**src/rtl/button_conditioner.sv**
```systemverilog
// Push-button conditioner: 2-flop synchronizer, debounce FSM, and
// press / release / long-press event generation with a clean level.
//
// state        | meaning
// -------------+---------------------------------------------------------
// IDLE         | button released and stable
// PRESS_WAIT   | input went high, counting stable-high cycles
// PRESSED      | press accepted, counting hold time toward a long press
// LONG         | long press reported, waiting for release
// RELEASE_WAIT | input went low, counting stable-low cycles
module button_conditioner #(
   parameter int DEBOUNCE_CYCLES   = 1000000,
   parameter int LONG_PRESS_CYCLES = 200000000
) (
   input  logic clk,
   input  logic reset,
   input  logic btn_raw,
   output logic btn_level,
   output logic press_pulse,
   output logic release_pulse,
   output logic long_pulse,
   output logic long_held
);

   localparam int DEB_W  = $clog2(DEBOUNCE_CYCLES) + 1;
   localparam int HOLD_W = $clog2(LONG_PRESS_CYCLES) + 1;

   // Counters hold "stable cycles seen so far"; the cycle that would make the
   // count reach its target is the one that triggers the transition, so the
   // registered event appears exactly DEBOUNCE / LONG_PRESS cycles later.
   localparam logic [DEB_W-1:0]  DEB_ONE   = DEB_W'(1);
   localparam logic [DEB_W-1:0]  DEB_LAST  = DEB_W'(DEBOUNCE_CYCLES - 1);
   localparam logic [HOLD_W-1:0] HOLD_ONE  = HOLD_W'(1);
   localparam logic [HOLD_W-1:0] HOLD_LAST = HOLD_W'(LONG_PRESS_CYCLES - 1);

   typedef enum logic [2:0] {
      IDLE,
      PRESS_WAIT,
      PRESSED,
      LONG,
      RELEASE_WAIT
   } state_t;

   state_t              r_state;
   logic                r_sync1;
   logic                r_sync2;
   logic [DEB_W-1:0]    r_deb_cnt;
   logic [HOLD_W-1:0]   r_hold_cnt;
   logic                r_ret_long;
   logic                r_btn_level;
   logic                r_press_pulse;
   logic                r_release_pulse;
   logic                r_long_pulse;
   logic                r_long_held;
   logic                w_sync_in;

   assign w_sync_in     = r_sync2;
   assign btn_level     = r_btn_level;
   assign press_pulse   = r_press_pulse;
   assign release_pulse = r_release_pulse;
   assign long_pulse    = r_long_pulse;
   assign long_held     = r_long_held;

   // Bring the asynchronous pad into the clk domain.
   always_ff @(posedge clk) begin
      if (reset) begin
         r_sync1 <= 1'b0;
         r_sync2 <= 1'b0;
      end else begin
         r_sync1 <= btn_raw;
         r_sync2 <= r_sync1;
      end
   end

   // Debounce / long-press FSM with registered level and event outputs.
   always_ff @(posedge clk) begin
      if (reset) begin
         r_state         <= IDLE;
         r_deb_cnt       <= '0;
         r_hold_cnt      <= '0;
         r_ret_long      <= 1'b0;
         r_btn_level     <= 1'b0;
         r_press_pulse   <= 1'b0;
         r_release_pulse <= 1'b0;
         r_long_pulse    <= 1'b0;
         r_long_held     <= 1'b0;
      end else begin
         r_press_pulse   <= 1'b0;
         r_release_pulse <= 1'b0;
         r_long_pulse    <= 1'b0;
         case (r_state)
            IDLE: begin
               if (w_sync_in) begin
                  r_state   <= PRESS_WAIT;
                  r_deb_cnt <= DEB_ONE;
               end
            end
            PRESS_WAIT: begin
               if (!w_sync_in) begin
                  r_state   <= IDLE;
                  r_deb_cnt <= '0;
               end else if (r_deb_cnt == DEB_LAST) begin
                  r_state       <= PRESSED;
                  r_deb_cnt     <= '0;
                  r_hold_cnt    <= '0;
                  r_btn_level   <= 1'b1;
                  r_press_pulse <= 1'b1;
               end else begin
                  r_deb_cnt <= r_deb_cnt + DEB_ONE;
               end
            end
            PRESSED: begin
               if (!w_sync_in) begin
                  // Release path wins over a coincident hold terminal count.
                  r_state    <= RELEASE_WAIT;
                  r_deb_cnt  <= DEB_ONE;
                  r_ret_long <= 1'b0;
               end else if (r_hold_cnt == HOLD_LAST) begin
                  r_state      <= LONG;
                  r_long_pulse <= 1'b1;
                  r_long_held  <= 1'b1;
               end else begin
                  r_hold_cnt <= r_hold_cnt + HOLD_ONE;
               end
            end
            LONG: begin
               if (!w_sync_in) begin
                  r_state    <= RELEASE_WAIT;
                  r_deb_cnt  <= DEB_ONE;
                  r_ret_long <= 1'b1;
               end
            end
            RELEASE_WAIT: begin
               if (w_sync_in) begin
                  // Glitch rejected: the high cycle that ends it counts as hold
                  // time, so only the low cycles are lost from the long count.
                  r_deb_cnt <= '0;
                  if (r_ret_long) begin
                     r_state <= LONG;
                  end else if (r_hold_cnt == HOLD_LAST) begin
                     r_state      <= LONG;
                     r_long_pulse <= 1'b1;
                     r_long_held  <= 1'b1;
                  end else begin
                     r_state    <= PRESSED;
                     r_hold_cnt <= r_hold_cnt + HOLD_ONE;
                  end
               end else if (r_deb_cnt == DEB_LAST) begin
                  r_state         <= IDLE;
                  r_deb_cnt       <= '0;
                  r_hold_cnt      <= '0;
                  r_btn_level     <= 1'b0;
                  r_long_held     <= 1'b0;
                  r_release_pulse <= 1'b1;
               end else begin
                  r_deb_cnt <= r_deb_cnt + DEB_ONE;
               end
            end
            default: begin
               r_state <= IDLE;
            end
         endcase
      end
   end

endmodule

```
**config.mk**
```make
export PLATFORM = sky130hd
export DESIGN_NAME = button_conditioner
export DESIGN_NICKNAME = d
export VERILOG_FILES = /design/src/rtl/button_conditioner.sv
export SDC_FILE = /design/constraint.sdc
export NUM_CORES = 1
export LEC_CHECK = 0
export ABC_AREA = 0
export CORE_MARGIN = 4
export CORE_UTILIZATION = 25
export DETAILED_ROUTE_END_ITERATION = 8
export PLACE_DENSITY = 0.44
export SLEW_MARGIN = 30
export SYNTH_ARGS = -nofsm -noshare
export SYNTH_HDL_FRONTEND = slang
export SYNTH_SLANG_ARGS = --single-unit
export TNS_END_PERCENT = 1
```
**constraint.sdc**
```tcl
create_clock -name clk -period 3.1 [get_ports clk]
set_input_delay 0.31 -clock clk [delete_from_list [all_inputs] [get_ports clk]]
set_output_delay 0.31 -clock clk [all_outputs]
set_load 0.01 [all_outputs]
```
==> metrics, run 1 <==
clock skew=0.00851 ns; Crit Path Max Fanout=14; Setup WS pre-CTS=0.448 ns; CP required=approximately 3.4 ns; relative slew slack=0.398; period utilisation layout=0.868; DP HPWL=6760 um; initial antenna violation count=0; Yosys cell types=50; Syn Nets=around 430; final setup TNS=0 ns; Clock transition at path regs=0.05 ns; DR iter-0 viols=134; async set-reset flop share out of synthesis=0; outcome=completed; Critical Path Start Type=flip-flop; maximum capacitance violations=0; Post-Synthesis Cells=427; Final min period=2.69 ns; largest net degree at the start of global routing=23; IO Pins=8; hold buffer count at cts=0; ranking of synthesized cells by area=dfxtp_1, nor2_1, xnor2_1; Initial Utilization=0.255; Vias/cell=5.47; CP Class=reg -> reg; biggest regs=r_hold_cnt: 29 flops, r_deb_cnt: 21 flops, r_state: 3 flops; CP Cell Sequence=or4_1, or3_1, or3_1, a2111o_1, mux2i_1; CTS tree=yes; Worst IR Drop VDD=~0.00021 V; final-report max-slew violation count=0; pwr/cell area=465 nW/um2; Synth Flop Type=dfxtp_1; EDFF count, synth=0; largest stage delay on the critical path=between 0.6 and 0.7 ns; CP most frequent cell=or3_1; Post-CTS Setup Bufs=0; Final setup viols=0; clock root buffer=clkbuf_16; Critical Path Sink Type=flip-flop; FP Rows=42; port bufs=7; WL/cell=16.3 um; CTS max path bufs=2; Synth Register Bits=61; sequential element share of the synthesized area=0.362; GRT Total Usage=0.138; cell taking the most area after synthesis=dfxtp_1; WL final=10,100 um; RSZ-0062 raised after global routing=false; die extent in y=124 um; setup ws final=approximately 0.4 ns; vias in the first global route=roughly 3,200; max reg flops=29; core area=roughly 13,000 um2; routed vias=3,369; TritonCTS buffer count=9; critical path arrival=2.95 ns; n_diodes=0; Largest Register=r_hold_cnt; Hold Path Class=reg -> reg; drt pass-1 iters=4; first-pass GRT wire length=16,600 um; full die area=15,400 um2; Post-CTS Resized=0; layout cells sized above 1=0.0705; Yosys top cell area share=0.362; gpl congestion=0.849; Area Overhead vs Synth=16.8%; total grt overflow=0; worst skew pair latency=~0.33 ns; Post-Syn Area per Cell=7.90 um2; Mapped Area=3370 um2; Leakage=1.19 nW; Final #Nets=approximately 440; worst path bufs/invs=0; CP top delay family=simple AND/OR/NAND/NOR gates; worst slew pin tran=0.898 ns; H-tree Lvls=3; die width=124 um; Final Hold Viols=0; post-route antenna net violation count=0; CP max stage cell=or3_1; DR DRC count=0; yosys warns=0; CTS sink count=61; f_max=roughly 370 MHz
-- metal layers --
| metal | routed length [um] | vias up | GRT usage |
|---|---|---|---|
| met2 | 4330 | 88 | 0.201 |
| met1 | 5060 | 1628 | 0.194 |
| met5 | 0 | - | 0 |
| li1 | - | 1638 | - |
| met4 | 176 | 0 | 0.0582 |
| met3 | 480 | 15 | 0.0295 |
-- Yosys cell counts (4+ instances only) --
| cell type | n |
|---|---|
| a311oi_1 | 14 |
| nor4_1 | 9 |
| xor2_1 | 4 |
| o21ai_0 | 19 |
| or4_1 | 9 |
| nor3b_1 | 5 |
| clkbuf_1 | 20 |
| o31ai_1 | 5 |
| nor2b_1 | 8 |
| a21oi_1 | 10 |
| a41oi_1 | 5 |
| nand3_1 | 21 |
| nor3_1 | 22 |
| nand2_1 | 36 |
| dfxtp_1 | 61 |
| a31oi_1 | 12 |
| a21o_1 | 4 |
| xnor2_1 | 16 |
| a211oi_1 | 5 |
| and3_1 | 10 |
| nor2_1 | 47 |
| nand2b_1 | 4 |
| inv_1 | 13 |
| nand4_1 | 15 |
| or3_1 | 5 |
-- cells by family (layout without fill, tap and decap cells) --
logic type,count (synthesis),in the layout,synth area share
buffers and inverters,36,49,0.0412
AOI/OAI and AO/OA,102,102,0.216
xor gates and xnor gates,20,20,0.0519
muxes,3,3,0.00890
adders and majority gates,2,2,0.00742
DFF,61,61,0.362
and+or+nand+nor,203,203,0.312
-- worst register-to-register path, delay by kind of cell, from the launching register on --
family | cells | cell delay [ns]
AO/OA/AOI/OAI | 1 | 0.47
flip-flops | 1 | 0.34
multiplexers | 1 | 0.13
AND/OR/NAND/NOR | 3 | 1.69
-- per-stage QoR --
| stage | hold WS, ns | util | cell area, um2 | cells | total power (W) |
|---|---|---|---|---|---|
| 3_3_place_gp | 0.430 | 0.278 | 3680 | 601 | 0.000947 |
| 3_5_place_dp | 0.443 | 0.278 | 3680 | 601 | 0.000947 |
| 5_1_grt | 0.474 | 0.297 | 3940 | 616 | 0.00191 |
| 4_1_cts | 0.455 | 0.297 | 3940 | 616 | 0.00186 |
| 6_report | 0.446 | 0.297 | 3940 | 616 | 0.00183 |
| 2_1_floorplan | 0.414 | - | 3370 | 427 | 0.000915 |
-- placed cells by master (no fill, tap or decap), types with 7 or more instances in the layout --
cell and instances:
dfxtp_1 61, nor2_1 47, nand2_1 36, nor3_1 22, nand3_1 21, o21ai_0 19
xnor2_1 16, nand4_1 15, a311oi_1 14, buf_4 14, inv_1 13, a31oi_1 12
and3_1 10, a21oi_1 10, or4_1 9, nor4_1 9, clkbuf_16 9, nor2b_1 8
clkdlybuf4s50_1 7
-- final timing paths --
kind	startpoint	end	slack, ns	depth (start not counted)
setup / recovery	r_hold_cnt[12]	r_state[0]	0.41	5
hold / removal	r_sync1	r_sync2	0.45	1
hold reg to reg	r_sync1	r_sync2	0.45	1
setup reg to reg	r_hold_cnt[12]	r_state[0]	0.41	5
-- area by class of cell --
type	count	area [um2]
Fill cell	1456	9300
Multi-Input combinational cell	330	2010
Sequential cell	61	1220
Clock buffer	13	250
Tap cell	176	220
Timing Repair Buffer	21	175
Inverter	13	48.8
Clock inverter	2	10.0
-- power by group --
group / switching [W] / internal (W) / leakage, nW / total [W]
combinational: 0.0000637 / 0.0000415 / 0.565 / 0.000105
sequential: 0.0000276 / 0.000799 / 0.492 / 0.000826
clock: 0.000343 / 0.000556 / 0.129 / 0.000899
(Power assumes the default switching activity.)
==> inputs of run 2 (changes only) <==
--- a/config.mk
+++ b/config.mk
@@ -8,10 +8,12 @@
 export ABC_AREA = 0
 export CORE_MARGIN = 4
 export CORE_UTILIZATION = 25
+export CTS_CLUSTER_DIAMETER = 100
 export DETAILED_ROUTE_END_ITERATION = 8
+export GPL_ROUTABILITY_DRIVEN = 0
 export PLACE_DENSITY = 0.44
 export SLEW_MARGIN = 30
 export SYNTH_ARGS = -nofsm -noshare
 export SYNTH_HDL_FRONTEND = slang
 export SYNTH_SLANG_ARGS = --single-unit
-export TNS_END_PERCENT = 1
+export TNS_END_PERCENT = 10
==> results of run 2 <==
The final DEF is identical to that of run 1; final timing and power are the same.
